## config.mk

```make
export PLATFORM = sky130hd
export DESIGN_NAME = obstacle_spawner
export DESIGN_NICKNAME = d
export VERILOG_FILES = /design/src/rtl/obstacle_spawner.sv
export SDC_FILE = /design/constraint.sdc
export NUM_CORES = 1
export LEC_CHECK = 0
export CORE_ASPECT_RATIO = 0.9
export CORE_MARGIN = 8
export CORE_UTILIZATION = 45
export CTS_CLUSTER_DIAMETER = 40
export DETAILED_ROUTE_END_ITERATION = 10
export PLACE_DENSITY = 0.76
export SLEW_MARGIN = 20
export SYNTH_ARGS = -nofsm -noshare
export SYNTH_HDL_FRONTEND = slang
export SYNTH_SLANG_ARGS = --single-unit
export TNS_END_PERCENT = 20
```

## constraint.sdc

```tcl
create_clock -name clk_i -period 2.1 [get_ports clk_i]
set_input_delay 0.315 -clock clk_i [delete_from_list [all_inputs] [get_ports clk_i]]
set_output_delay 0.315 -clock clk_i [all_outputs]
set_load 0.02 [all_outputs]
```

## src/rtl/obstacle_spawner.sv

```systemverilog
// obstacle_spawner: schedules one scrolling obstacle per random gap and requests LFSR advances.
// Ports: clk_i/rst_i clock and sync reset; run_i game level; frame_i frame tick; speed_i scroll px/frame;
// rand_i LFSR word; next_o LFSR advance pulse; obs_valid_o/obs_x_o/obs_type_o obstacle state.
module obstacle_spawner #(
  parameter int SCREEN_W = 640,
  parameter int MIN_GAP  = 20
) (
  input  logic       clk_i,
  input  logic       rst_i,
  input  logic       run_i,
  input  logic       frame_i,
  input  logic [3:0] speed_i,
  input  logic [15:0] rand_i,
  output logic       next_o,
  output logic       obs_valid_o,
  output logic [9:0] obs_x_o,
  output logic [1:0] obs_type_o
);
  typedef enum logic [1:0] {IDLE, GAP, ACTIVE} state_t;
  state_t state_q, state_d;
  logic [7:0] gap_q, gap_d;
  logic next_q, next_d, valid_q, valid_d;
  logic [9:0] x_q, x_d;
  logic [1:0] type_q, type_d;
  logic [7:0] gap_load;
  logic unused_rand;
  assign unused_rand = ^rand_i[13:6];
  assign gap_load = 8'(MIN_GAP) + {2'b00, rand_i[5:0]};
  always_comb begin
    state_d = state_q;
    gap_d = gap_q;
    next_d = 1'b0;
    valid_d = valid_q;
    x_d = x_q;
    type_d = type_q;
    if (!run_i) begin
      state_d = IDLE;
      valid_d = 1'b0;
      x_d = '0;
      type_d = '0;
    end else begin
      case (state_q)
        IDLE: begin
          gap_d = gap_load;
          next_d = 1'b1;
          state_d = GAP;
        end
        GAP: if (frame_i) begin
          if (gap_q != 8'd0) gap_d = gap_q - 8'd1;
          else begin
            x_d = 10'(SCREEN_W - 1);
            type_d = rand_i[15:14];
            valid_d = 1'b1;
            next_d = 1'b1;
            state_d = ACTIVE;
          end
        end
        ACTIVE: if (frame_i) begin
          if (x_q < {6'd0, speed_i}) begin
            valid_d = 1'b0;
            x_d = '0;
            gap_d = gap_load;
            next_d = 1'b1;
            state_d = GAP;
          end else x_d = x_q - {6'd0, speed_i};
        end
        default: state_d = IDLE;
      endcase
    end
  end
  always_ff @(posedge clk_i) begin
    if (rst_i) begin
      state_q <= IDLE;
      gap_q <= '0;
      next_q <= 1'b0;
      valid_q <= 1'b0;
      x_q <= '0;
      type_q <= '0;
    end else begin
      state_q <= state_d;
      gap_q <= gap_d;
      next_q <= next_d;
      valid_q <= valid_d;
      x_q <= x_d;
      type_q <= type_d;
    end
  end
  assign next_o = next_q;
  assign obs_valid_o = valid_q;
  assign obs_x_o = x_q;
  assign obs_type_o = type_q;
endmodule

```

=== Yosys cells after proc, flatten, opt, wreduce, memory -nomap -nowiden ===
Cells that the tools add are included.

* Bits in registers: 24
* Bits of input ports: 24
* Output and inout port bits: 14
* Word-level logic and storage cells: 54

* Add/sub/neg operators: 3
* $lt $le $gt $ge: 1
* Equal/unequal tests: 7
* Mux-type cells: 25
* Bitwise logic cells: 2
* Reduce and logical (&&, ||, !) cells: 10

{| class="wikitable"
|+ Operators with widths
! kind !! count
|-
| two-way mux 10 bit || 4
|-
| two-way mux 8 bit || 4
|-
| case mux 8 bit (3 select lines) || 1
|-
| case mux 10 bit (2 select lines) || 1
|-
| < comparator 10 x 4 -> 1 bit || 1
|-
| != test 2 bit (second input constant) || 5
|-
| subtractor 10 x 4 -> 10 bit || 1
|-
| two-way mux 1 bit || 8
|-
| two-way mux 2 bit || 4
|-
| AND reduction 4 bit || 2
|-
| nonzero test 8 bit || 1
|-
| subtractor 8 x 1 -> 8 bit (second input constant) || 1
|-
| adder 5 x 6 -> 7 bit (first input constant) || 1
|-
| case mux 2 bit (3 select lines) || 1
|-
| AND reduction 6 bit || 1
|-
| AND reduction 5 bit || 1
|-
| case mux 1 bit (3 select lines) || 1
|-
| AND reduction 3 bit || 1
|-
| nonzero test 3 bit || 1
|-
| == test 2 x 1 -> 1 bit (second input constant) || 1
|-
| == test 2 bit (second input constant) || 1
|-
| logical NOT 2 bit || 1
|-
| NOT 1 bit || 2
|-
| case mux 1 bit (2 select lines) || 1
|-
| other kinds (2) || 2
|}

=== Depth between registers and ports, before layout ===
Gate-level depths: netlist of run 1.

* Depth in word-level cells: 4
* Mapped depth: 10

=== Worst setup path after synthesis of run 1 ===
Ideal clock, no wire load.

* Kind: flip-flop to flip-flop
* From: register x_q[0] (netlist: obs_x_o[0])
* To: register gap_q[2]
* Library setup time: 0.130 ns
* Arrival: 2.086 ns
* Data required time: 1.970 ns
* Setup slack: -0.117 ns
* Stages on the path, launching flop included: 11
* Path buffers: 1
* Period minus slack after synthesis: 2.217 ns
* Cells stage by stage: dfxtp_1 -> inv_1 -> ha_1 -> inv_1 -> fa_1 -> a21oi_1 -> o2111ai_1 -> a21bo_2 -> buf_2 -> o21ai_0 -> a21oi_1

* Longest elaborated chain between the ends: 3

{| class="wikitable"
|+ Ends and longest elaborated chain
! what !! line !! text
|-
| start: declaration || 23 || <nowiki>logic [9:0] x_q, x_d;</nowiki>
|-
| start signal: assignment || 77 || <nowiki>x_q <= '0;</nowiki>
|-
| start signal: assignment || 84 || <nowiki>x_q <= x_d;</nowiki>
|-
| < comparator 10 x 4 -> 1 bit || 59 || <nowiki>if (x_q < {6'd0, speed_i}) begin</nowiki>
|-
| != test 2 bit (no line) || - ||
|-
| AND reduction 6 bit (no line) || - ||
|-
| end signal: assignment || 81 || <nowiki>gap_q <= gap_d;</nowiki>
|-
| end: declaration || 21 || <nowiki>logic [7:0] gap_q, gap_d;</nowiki>
|}

Every way passes these cells.
A chain may end at the register's enable or synchronous reset.

=== Final worst setup path of run 1 ===
* From: register x_q[0] (netlist: obs_x_o[0])
* To: register x_q[7] (netlist: obs_x_o[7])

* Longest elaborated chain between the ends: 4
* Elaborated cells between the ends (all ways): 5
* Those cells by class: add/sub: 1; order compare: 1; mux: 3

{| class="wikitable"
|+ Ends and longest elaborated chain
! what !! line !! text
|-
| subtractor 10 x 4 -> 10 bit / < comparator 10 x 4 -> 1 bit (equally long branches) || 65, 59 ||
|-
| two-way mux 10 bit * || 59 ||
|-
| two-way mux 10 bit * || 58 || <nowiki>ACTIVE: if (frame_i) begin</nowiki>
|-
| case mux 10 bit (2 select lines) * || 42 || <nowiki>case (state_q)</nowiki>
|}

Every way passes the cells marked *; elsewhere a longest branch is shown, timed or not. The select of a mux whose other input is x is not followed.

==> results of run 1 <==
timing repair:
action | in CTS | in global routing
setup buffers | 2 | 1
setup endpoints to repair | 21 | 21
pin swaps | 12 | 6
gates resized for setup | 13 | 6
sequential cells by signal (all words and copies together) (netlist names):
register and cells:
obs_type_o 2, obs_x_o 10, next_o 1, gap_q 8, state_q 2, obs_valid_o 1
placed cells by master (no fill, tap or decap), drive strengths merged, types with 3 or more instances in the layout:
| cell type | n |
|---|---|
| clkbuf | 4 |
| clkdlybuf4s50 | 27 |
| nand2b | 9 |
| a32o | 3 |
| nand3 | 4 |
| or3 | 5 |
| nor2 | 18 |
| inv | 12 |
| dfxtp | 24 |
| nor2b | 5 |
| a31oi | 9 |
| buf | 28 |
| o32ai | 3 |
| ha | 10 |
| nand2 | 12 |
| o21ai | 16 |
| nor3 | 5 |
| a21oi | 17 |
worst register-to-register path, cell delays in order, from the launching register on:
cell and delay, ns:
dfxtp_2 0.34, inv_2 0.07, ha_4 0.14, inv_2 0.04, fa_2 0.39, a21o_1 0.22
a2111oi_4 0.32, buf_4 0.21, nor3_2 0.04, a32oi_1 0.20, a21oi_1 0.10
cell families (layout without fill, tap and decap cells):
kind of cell	after synthesis	after routing
simple gates	70	70
compound gates	69	69
flops	24	24
buf+inv	22	73
fa+ha+maj	11	11
xor+xnor	3	3
mux	2	2
metal layers:
metal	wire [um]	up-vias	GRT usage, %
met2	2070	44	24.86
met4	41	0	4.839
met5	0	-	0
li1	-	847	-
met3	208	5	1.956
met1	2191	803	20.99
worst paths after layout:
path                               startpoint       endpoint
worst max-delay path               obs_x_o[0]     obs_x_o[7]
worst min-delay path            obs_type_o[1]  obs_type_o[1]
worst max register to register     obs_x_o[0]     obs_x_o[7]
worst min register to register  obs_type_o[1]  obs_type_o[1]
power by group through the flow:
stage	clock network (mW)	registers, mW	logic, mW
3_3_place_gp	0	0.511	0.383
6_report	0.328	0.501	0.429
4_1_cts	0.333	0.501	0.410
2_1_floorplan	0	0.513	0.236
5_1_grt	0.353	0.506	0.468
3_5_place_dp	0	0.511	0.385
cell type report:
type                       instances  area [um2]  share of cell area, %
timing repair buffer              57       514.2                  22.34
sequential                        24       483.0                  20.98
tap                               46       57.56                  2.500
multi-input combinational        155        1147                  49.84
inverter                          12       45.04                  1.957
clock buffer                       4       55.05                  2.391
metrics by stage:
step | util [%] | cells | cell area (um2)
6_report | 63.49 | 298 | 2302
5_1_grt | 63.49 | 298 | 2302
4_1_cts | 62.77 | 297 | 2276
3_5_place_dp | 59.49 | 291 | 2157
3_3_place_gp | 59.49 | 291 | 2157
2_1_floorplan | - | 201 | 1663
==> impl.org, run 1 <==
** STA
- Of the available clock period, the critical path in the final layout requires 103.6%.
- Setup repair after global routing could not meet its margin everywhere.
- Setup violations remaining at the end of the flow were counted as 11.
- The total count of max-transition violations in the final report came to 0.
- For the final routed database, the setup TNS stands at -0.2539 ns.
- Once routing completed, OpenROAD measured the worst setup slack at -0.07469 ns.
- Timing would allow up to 459.8 MHz.
- The smallest clock period supported by the final layout is computed as 2.175 ns.
- Final hold violations :: 0
- Hold WS :: 0.4554 ns
- Transition time at the pin with the least slew margin :: 0.4456 ns
- Worst slew margin :: 70.23%
- On the final layout, the worst clock skew is 0.008716 ns.

** Clocking
- In this run the deepest clock path goes through 2 buffers.
- Clock tree from TritonCTS :: built
- In this run the number of H-tree levels came out at 1.
- After clock tree synthesis, the clock-pin slew on the worst setup and hold paths is 0.09 ns.
- At the later pin of the worst-skew pair, clock insertion delay measures 0.28 ns.
- Clock Tree Root :: clkbuf_8
- TritonCTS Sinks :: 24
- Counting the buffers created by CTS gives 3.
- The number of hold buffers added after CTS was 0.

** Worst setup path
- Cell depth of the worst flop-to-flop path :: 10
- Together, buffers and inverters on the worst path number 3.
- Among all stages on the critical path, the largest delay is contributed by fa_2.
- Req. time, crit path :: 2.26 ns
- STA classifies the critical path startpoint as a register.
- Type of element capturing the critical path :: register
- Critical path cell sequence :: inv_2 > ha_4 > inv_2 > fa_2 > a21o_1 > a2111oi_4 > buf_4 > nor3_2 > a32oi_1 > a21oi_1
- Reg-to-reg slack, setup :: -0.07 ns
- Classification of the worst setup path :: reg -> reg
- Largest stage delay on the critical path :: 0.39 ns
- Levels on crit path :: 10
- Critical Path AT :: 2.34 ns
- Largest fanout of any net on the critical path :: 4
- In this design, the critical path's most frequently occurring cell is inv_2.
- CP delay by family, top :: compound AO/OA/AOI/OAI gates

** GRT
- Aggregate global routing overflow :: 0
- Vias in the first global route :: 1577
- Initial antenna violation count :: 0
- Entering global routing, the biggest net connects 15 pins.
- GRT Resource Usage Total :: 15.54%
- Wire length of the first global-routing pass :: 7.493 mm

** Synth
- Counting flops and latches in the post-synthesis netlist gives 24.
- In this run, synthesis inferred 0 flip-flops with an integrated enable.
- Cells after synthesis :: 201
- Yosys warning count :: 0
- The largest total area in the synthesized netlist belongs to dfxtp_1.
- Of the total synthesized cell area, the portion taken by AND, OR, NAND and NOR gates is 24.66%.
- Mux cell area share after synthesis :: 1.214%
- Proportion of netlist area held by the largest area contributor :: 29.14%
- By area, the combinational part of the netlist is dominated by compound AO/OA/AOI/OAI gates.
- Commonest register cell after synthesis :: dfxtp_1
- Leading cell type by number of instances after synthesis :: dfxtp_1
- Share of the synthesized area in compound gates (AO/OA/AOI/OAI) :: 29.36%
- Synthesized cell area :: 1649 um2
- Largest cells by area after synthesis :: dfxtp_1, ha_1, a21oi_1
- The synthesized netlist devotes 1.593% of its cell area to XOR and XNOR gates.
- The synthesized netlist devotes 8.801% of its cell area to adder and majority cells.
- The share of the Yosys chip area taken by registers is 29.14%.
- Synthesized area per cell :: 8.204 um2
- The number of different library cells used by synthesis comes to 54.
- Post-synth top cells :: dfxtp_1, nor2_1, a21oi_1
- When the netlist entered floorplanning its net count stood at 236.
- FFs w/ async S/R, synth :: 0%

** Floorplan
- Floorplan row count :: 21
- The core region is 3626 um2.
- Die height :: 73.43 um
- The die covers 5860 um2.
- Number of primary I/O pins :: 38
- Initial Util :: 45.48%
- From left edge to right edge, the die measures 79.81 um.

** Power
- Power density of the placed cells :: 546.7 nW/um2
- Share of total power in sequential cells :: 39.8%
- The completed layout was analyzed and its total power is 1.259 mW.
- IR analysis of the VDD net gives a maximum drop of 0.0002687 V.
- Combinational group share of total power :: 34.1%
- Summed over all cells, the static leakage comes to 0.9276 nW.
- Of the total power, the share spent switching nets is 31.46%.
- In this run, the clock network consumes 26.1% of the power.
- For this design the total switching power over the nets is 396.0 uW.
- Int Pwr :: 862.6 uW

** Routing
- Post-detailed-route count of antenna-violating nets :: 0
- DRC :: 0
- Initial drt markers :: 135
- Dividing the detail-routed wire length by the instance count gives 15.14 um.
- After detailed routing, the total wire length is 4.512 mm.
- For this run, the detailed router's first-pass iteration total came to 4.
- Via-per-instance ratio :: 5.701
- Summing over every cut layer, the via total after detailed routing is 1699.

** Hold path
- Instance count along the most critical hold path :: 2
- Path type of the worst min-delay path :: reg -> reg

** Run status
- Status :: finished, violations left
- The final reports fail on negative setup slack.

** Layout
- Number of diodes added for antenna fixing :: 0
- At the end of the flow, the number of nets in the layout was 288.
- The area growth from synthesis to layout is 39.61%.
- Of the cells placed in the final design, the portion with a size suffix greater than 1 is 23.02%.
- Count of filler cells inserted in the layout :: 311

** Placement
- Weighted congestion reported at the end of routability-driven placement :: 0.8803
- Place WS :: -0.4872 ns
- Estimated wirelength of the detail-placed design :: 3.181 mm
- Total of buffers placed on input and output ports :: 29

** Job
- Count of max-cap constraint violations :: 0
Power figures use the tool's default switching activity.
==> run 2: changes to the inputs <==
--- a/config.mk
+++ b/config.mk
@@ -11,6 +11,7 @@
 export CTS_CLUSTER_DIAMETER = 40
 export DETAILED_ROUTE_END_ITERATION = 10
 export PLACE_DENSITY = 0.76
+export RECOVER_POWER = 25
 export SLEW_MARGIN = 20
 export SYNTH_ARGS = -nofsm -noshare
 export SYNTH_HDL_FRONTEND = slang
==> run 2 against run 1 <==
Against the previous run:
- the flow still finishes with violations (negative setup slack)
- die area stayed put
- sequential cell count stayed put
- combinational power hardly changed
- critical endpoint unchanged
==> impl.org, run 2 (synthesis gave the netlist of run 1 again) <==
** Placement
- The area of placed instances came to 2157 um2 (unchanged).
- The number of cells in the design after placement was 291 (unchanged).
- The final weighted congestion of routability-driven global placement came to 0.8803 (unchanged).
- The detailed placer's ending HPWL was 3.181 mm (unchanged).
- The count of buffers from port buffering was 29 (unchanged).

** Layout
- The net count reported at finish is 288 (unchanged).
- The count of placed standard cells in the final layout, fillers left out was 298 (unchanged).
- Final design instance area without fill :: 2302 um2 (unchanged)
- The number of diodes came to 0 (unchanged).
- The layout filler cell count was 311 (unchanged).
- The area added between synthesis and finish is 39.61% (unchanged).
- The library cell used most frequently in the layout, excluding fill and tap cells, is buf_4.
- The library cells used most frequently in the layout, excluding fill and tap cells, are buf_4, clkdlybuf4s50_1, dfxtp_1.
- The footprint of the multi-input gates is 1147 um2 (unchanged).
- Post-layout utilization of the core :: 63.49% (unchanged)
- Max reg flops :: 10 (unchanged)
- The fraction of layout cells with a size suffix above 1 is 23.02% (unchanged).
- The area taken by flip-flops and latches is 483.0 um2 (unchanged).

** GRT
- Initial antenna violation count :: 0 (unchanged)
- The wire length of the first global-routing pass came to 7.493 mm (unchanged).
- Vias in the first global route :: 1577 (unchanged)
- The residual overflow from global routing was 0 (unchanged).
- Pin count of the biggest net entering global routing :: 15 (unchanged)
- The overall global routing resource usage is 15.54% (unchanged).

** STA
- The ratio of final minimum period to clock period is 103.6% (about the same).
- The final worst hold slack is 0.4518 ns (-0.003587 ns).
- The max-slew headroom at the worst pin came to 70.23% (unchanged).
- The maximum clock frequency was 459.8 MHz (about the same).
- Transition time at the pin with the least slew margin :: 0.4456 ns (unchanged)
- The final worst slack is -0.07490 ns (-0.0002127 ns).
- The clock skew after layout was 0.008710 ns (-0.000005770 ns).
- Setup repair after global routing could not meet its margin everywhere.
- Total count of max-transition violations in the final report :: 0 (unchanged)
- Min Tclk post-route :: 2.175 ns (+0.0002127 ns)
- Final hold violations :: 0 (unchanged)
- The total setup violations reported at the end of the flow is 11 (unchanged).

** Clocking
- The maximum level of the CTS H-tree was 1 (unchanged).
- Clock Latency Late Sink :: 0.28 ns (about the same)
- The clock sink count came to 24 (unchanged).
- The largest buffer count on any clock path was 2 (unchanged).
- Hold-fix buffers, CTS :: 0 (unchanged)
- Clock tree from TritonCTS :: built
- The cell sitting at the root of the clock tree is a clkbuf_8.
- The CTS buffer count was 3 (unchanged).
- CTS clk-pin slew, worst paths :: 0.09 ns (about the same)

** Routing
- The wire length on met3 was 210 um (+0.96%).
- Signal routing reaches up to met4.
- Drt pass-1 iters :: 4 (unchanged)
- Routed wirelength normalized by instance count :: 15.13 um (about the same)
- WL met1 :: 2.188 mm (-0.14%)
- DRC :: 0 (unchanged)
- The number of DRC violations after detailed-routing iteration 0 was 135 (unchanged).
- The aggregate routed wire length came to 4.509 mm (about the same).
- The remaining number of nets flagged by the antenna check after routing came to 0 (unchanged).
- Via-per-instance ratio :: 5.708 (+0.12%)
- Via count :: 1701 (+0.12%)
- Met2 wire length :: 2.069 mm (about the same)

** Worst setup path
- The slowest stage of the critical path belongs to the cell fa_2.
- STA classifies the critical path endpoint as a register.
- The critical path goes through inv_2 > ha_4 > inv_2 > fa_2 > a21o_1 > a2111oi_4 > buf_4 > nor3_2 > a32oi_1 > a21oi_1.
- Crit start category :: register
- Counting stages on the worst path, the most repeated cell is inv_2.
- Largest stage delay on the critical path :: 0.39 ns (about the same)
- Buffering stage count on the worst path with inverters included :: 3 (unchanged)
- By startpoint and endpoint, the worst setup path is classified as reg -> reg.
- CP delay by family, top :: compound AO/OA/AOI/OAI gates
- Largest fanout of any net on the critical path :: 4 (unchanged)
- The data arrival at the endpoint of the critical path came to 2.34 ns (about the same).
- Req. time, crit path :: 2.26 ns (about the same)
- Startpoint of the worst-slack reg-to-reg timing path :: obs_x_o[0]
- The most critical setup path has its startpoint at obs_x_o[0].

** Hold path
- The worst hold path begins at obs_type_o[1].
- The path class of the tightest hold or removal check is reg -> reg.

** Floorplan
- The total die area was 5860 um2 (unchanged).
- Core region area :: 3626 um2 (unchanged)
- Number of primary I/O pins :: 38 (unchanged)
- Initial Util :: 45.48% (unchanged)
- Die W :: 79.81 um (unchanged)
- The die span in y was 73.43 um (unchanged).
- Floorplan row count :: 21 (unchanged)

** Power
- Static leakage :: 0.9405 nW (+1.4%)
- Worst supply voltage drop on vdd :: 0.0002686 V (about the same)
- Power density of the placed cells :: 546.3 nW/um2 (about the same)
- The post-layout total power was 1.258 mW (about the same).

** Run status
- The final reports fail on negative setup slack.
- The flow ran to the end, but the final reports show violations.

** Job
- Count of max-cap constraint violations :: 0 (unchanged)
## run 2: changes by cell type in the layout (fill, tap and decap cells not counted), sizes merged
cell           change
dlygate4sd3        +4
clkdlybuf4s50      -4
## run 2: per-layer routing
metal,GRT usage [%],up-vias
met1,20.99,803
li1,-,849
met5,0,-
met3,1.956,5
met2,24.86,44
met4,4.839,0
## run 2: path summary, 6_finish.rpt
check	end	depth (start not counted)	slack, ns
max	obs_x_o[7]	10	-0.07
min	obs_type_o[1]	2	0.45
max reg2reg	obs_x_o[7]	10	-0.07
min reg2reg	obs_type_o[1]	2	0.45
## run 2: timing repair
| action | CTS | global route |
|---|---|---|
| gates resized for setup | 13 | 6 |
| buffers inserted | 2 | 1 |
| endpoints found under the hold margin | 0 | 0 |
| pin swaps | 12 | 6 |
| setup endpoints to repair | 21 | 21 |
## run 2: tightest hold or removal path, cell delays in order, from the launching register on
cell and delay (ns):
dfxtp_1 0.32, nand2_1 0.05, a21oi_1 0.05
## run 2: power by group
part	total, mW	leakage [nW]	switching, mW	internal, mW
clock	0.328	0.0288	0.160	0.168
sequential	0.501	0.196	0.0242	0.477
combinational	0.428	0.716	0.211	0.217
## run 2: through the flow
stage          setup TNS, ns  setup WS [ns]
2_1_floorplan              0       0.002148
3_3_place_gp          -7.584        -0.4632
3_5_place_dp          -8.160        -0.4872
4_1_cts              -0.3478       -0.08719
5_1_grt               -1.690        -0.1454
6_report             -0.2550       -0.07490
## run 2: area by class of cell
class	count	share of cell area, %
timing repair buffer	57	22.34
inverter	12	1.957
sequential	24	20.98
multi-input combinational	155	49.84
tap	46	2.500
clock buffer	4	2.391
==> run 3: changes to the inputs <==
--- a/config.mk
+++ b/config.mk
@@ -5,13 +5,14 @@
 export SDC_FILE = /design/constraint.sdc
 export NUM_CORES = 1
 export LEC_CHECK = 0
-export CORE_ASPECT_RATIO = 0.9
 export CORE_MARGIN = 8
 export CORE_UTILIZATION = 45
 export CTS_CLUSTER_DIAMETER = 40
 export DETAILED_ROUTE_END_ITERATION = 10
 export PLACE_DENSITY = 0.76
 export RECOVER_POWER = 25
+export SETUP_SLACK_MARGIN = 0.1
+export SKIP_LAST_GASP = 1
 export SLEW_MARGIN = 20
 export SYNTH_ARGS = -nofsm -noshare
 export SYNTH_HDL_FRONTEND = slang
==> run 3 against run 2 <==
Against the previous run:
- the run now ends clean
- sequential share of layout area decreased by 0.28 points
- combinational power increased by 3%
- largest cell class unchanged
- hold slack improved by 0.0068 ns
- clock-buffer cell count unchanged
- wire length increased by 1.0%
- utilization increased by 2.6 points
- via count increased by 0.12%
==> impl.org, run 3 (synthesis gave the netlist of run 1 again) <==
** Run status
- The run finished with clean final reports.

** Floorplan
- The number of cell rows came to 22 (+4.8%).
- Die height :: 76.54 um (+4.2%)
- The chip width came to 76.54 um (-4.1%).
- Initial Util :: 46.08% (+0.60 points)
- Number of primary I/O pins :: 38 (unchanged)
- The core outline area came to 3578 um2 (-1.3%).
- The total die area is 5858 um2 (about the same).

** Clocking
- The clock sink count was 24 (unchanged).
- Clock Tree Root :: clkbuf_4
- Clock Latency Late Sink :: 0.32 ns (+0.04 ns)
- The clock-pin slew reported for the worst setup and hold paths after clock tree synthesis is 0.14 ns (+0.05 ns).
- Clock tree from TritonCTS :: built
- CTS H-tree lvls :: 1 (unchanged)
- The CTS buffer count came to 3 (unchanged).
- Number of buffers between clock root and the deepest sink :: 2 (unchanged)

** STA
- Worst slew margin :: 69.14% (-1.1 points)
- The accumulated negative setup slack came to 0 ns (+0.2550 ns).
- Min Tclk post-route :: 2.096 ns (-0.07860 ns)
- The ratio of final minimum period to clock period was 99.82% (-3.7 points).
- Total count of max-transition violations in the final report :: 0 (unchanged)
- The maximum clock frequency came to 477.0 MHz (+3.7%).
- Setup repair after global routing could not meet its margin everywhere.
- The final worst hold slack was 0.4586 ns (+0.006785 ns).
- Transition time at the pin with the least slew margin :: 0.4619 ns (+0.01628 ns)
- Final setup violation count :: 0 (-11)
- The number of hold-slack violations in the final timing report was 0 (unchanged).
- The clock skew after layout is 0.005863 ns (-0.002847 ns).

** Placement
- Estimated wirelength of the detail-placed design :: 3.377 mm (+6.2%)
- Total of buffers placed on input and output ports :: 29 (unchanged)
- The final weighted congestion of routability-driven global placement is 0.9255 (+5.1%).
- The number of cells in the design after placement was 293 (+0.69%).
- The area of placed instances is 2191 um2 (+1.6%).

** Worst setup path
- Reg-to-reg slack, setup :: 0.004 ns (+0.08 ns)
- Critical Path Sink :: obs_x_o[9]
- Req. time, crit path :: 2.36 ns (+0.10 ns)
- In this run the critical register-to-register path is captured at obs_x_o[9].
- Slowest cell on the critical path :: or4_1
- Levels on crit path :: 6 (-4)
- Launching instance or port of the critical path :: obs_x_o[1]
- Crit start category :: register
- Cell depth of the worst flop-to-flop path :: 6 (-4)
- The data arrival at the endpoint of the critical path is 2.36 ns (+0.02 ns).
- Critical path cell sequence :: ha_4 > nor2b_4 > o31a_1 > or3_1 > or4_1 > a31oi_1
- Type of element capturing the critical path :: register
- Classification of the worst setup path :: reg -> reg
- In this design, the largest share of critical-path delay is due to simple AND/OR/NAND/NOR gates.
- The sum of buffers and inverters on the critical path was 0 (-3).
- Largest stage delay on the critical path :: 0.50 ns (+0.11 ns)
- Largest fanout of any net on the critical path :: 2 (-2)
- Startpoint of the worst-slack reg-to-reg timing path :: obs_x_o[1]

** GRT
- Initial antenna violation count :: 0 (unchanged)
- GRT Resource Usage Total :: 14.96% (-0.58 points)
- The met3 usage in global routing is 3.656% (+1.7 points).
- Wire length of the first global-routing pass :: 7.569 mm (+1.0%)
- After global routing, the most crowded layer is met2.
- Vias in the first global route :: 1698 (+7.7%)
- The pin count of the biggest net entering global routing came to 18 (+3).
- The fraction of met2 tracks used by global routing was 27.34% (+2.5 points).
- The residual overflow from global routing came to 0 (unchanged).
- Met1 demand-to-capacity share in global routing :: 16.80% (-4.2 points)

** Layout
- The net count reported at finish is 290 (+0.69%).
- Final design instance area without fill :: 2364 um2 (+2.7%)
- The library cell used most frequently in the layout, excluding fill and tap cells, is buf_4.
- From synthesis to final layout, the design area changed by 43.32%.
- The top cell types in the final layout, fill and taps aside, are buf_4, clkdlybuf4s50_1, dfxtp_1.
- Count of filler cells inserted in the layout :: 297 (-4.5%)
- Max reg flops :: 10 (unchanged)
- The count of placed standard cells in the final layout, fillers left out is 302 (+1.3%).
- Number of diodes added for antenna fixing :: 0 (unchanged)
- The fraction of layout cells with a size suffix above 1 is 26.38% (+3.4 points).

** Routing
- The routed wire length per instance was 15.08 um (-0.34%).
- The post-route DRC violation count is 0 (unchanged).
- The remaining number of nets flagged by the antenna check after routing was 0 (unchanged).
- The via count was 1703 (+0.12%).
- Routed wire length :: 4.554 mm (+1.0%)
- The number of vias per cell was 5.639 (-1.2%).
- Drt pass-1 iters :: 4 (unchanged)
- Initial drt markers :: 77 (-43%)

** Power
- The standby leakage power came to 0.9425 nW (+0.21%).
- The post-layout total power is 1.160 mW (-7.7%).
- Worst supply voltage drop on vdd :: 0.0003074 V (+14%)
- Power density of the placed cells :: 491.0 nW/um2 (-10%)

** Hold path
- Path type of the worst min-delay path :: reg -> reg

** Job
- The reported max-cap violation count is 0 (unchanged).
[run 3: cell count changes in the layout (fill, tap and decap cells not counted), moves of 2 or more]
| cell | before | now |
|---|---|---|
| buf_4 | 26 | 29 |
| clkbuf_4 | 0 | 3 |
| clkbuf_8 | 4 | 0 |
| dfxtp_4 | 0 | 2 |
| ha_1 | 8 | 5 |
| ha_4 | 2 | 4 |
| o32ai_1 | 3 | 1 |
| o32ai_2 | 0 | 2 |
[run 3: repair_timing]
| action | 4_1_cts | 5_1_grt |
|---|---|---|
| hold buffers | 0 | 0 |
| pin swaps | 12 | 4 |
| resized for setup | 10 | 9 |
| gates cloned | 0 | 1 |
| buffers inserted | 2 | 2 |
| setup endpoints to repair | 21 | 22 |
[run 3: worst min-delay path, cell delays in order, from the launching register on]
cell and delay (ns):
dfxtp_1 0.33, nand2_1 0.05, a21oi_1 0.05
[run 3: cell type report]
type / count / area, um2 / area share, %
multi-input cells: 156 / 1235 / 52.25
repair buffers: 58 / 505.5 / 21.39
flip-flops and latches: 24 / 489.2 / 20.70
well taps: 48 / 60.06 / 2.541
inverters: 12 / 47.55 / 2.012
clock buffers: 4 / 26.28 / 1.112
[run 3: where the power goes]
group          total, mW  switching [mW]  internal [mW]  leakage, nW
logic              0.440           0.222          0.218        0.730
registers          0.501          0.0254          0.476        0.197
clock network      0.220           0.146         0.0744       0.0150
[run 3: metrics by stage]
stage | worst slack (ns) | util, %
final | 0.003698 | 66.05
after global routing | -0.06641 | 66.05
after CTS | 0.01927 | 64.02
after detailed placement | -0.4700 | 61.22
after global placement | -0.4483 | 61.22
after floorplan | 0.07054 | -
[run 3: worst min-delay path by stage]
stage | from | end | slack, ns | depth (start not counted)
finish | obs_type_o[0] | obs_type_o[0] | 0.46 | 2
global route | obs_type_o[0] | obs_type_o[0] | 0.50 | 2
CTS | obs_type_o[0] | obs_type_o[0] | 0.47 | 2
detailed placement | obs_type_o[0] | obs_type_o[0] | 0.45 | 2
global placement | obs_type_o[1] | obs_type_o[1] | 0.44 | 2
floorplan | gap_q[1] | gap_q[1] | 0.45 | 2
[run 3: per-layer routing]
layer / up-vias / routed length [um]
li1: 854 / -
met1: 800 / 1976
met2: 42 / 2308
met3: 7 / 229
met4: 0 / 40
met5: - / 0
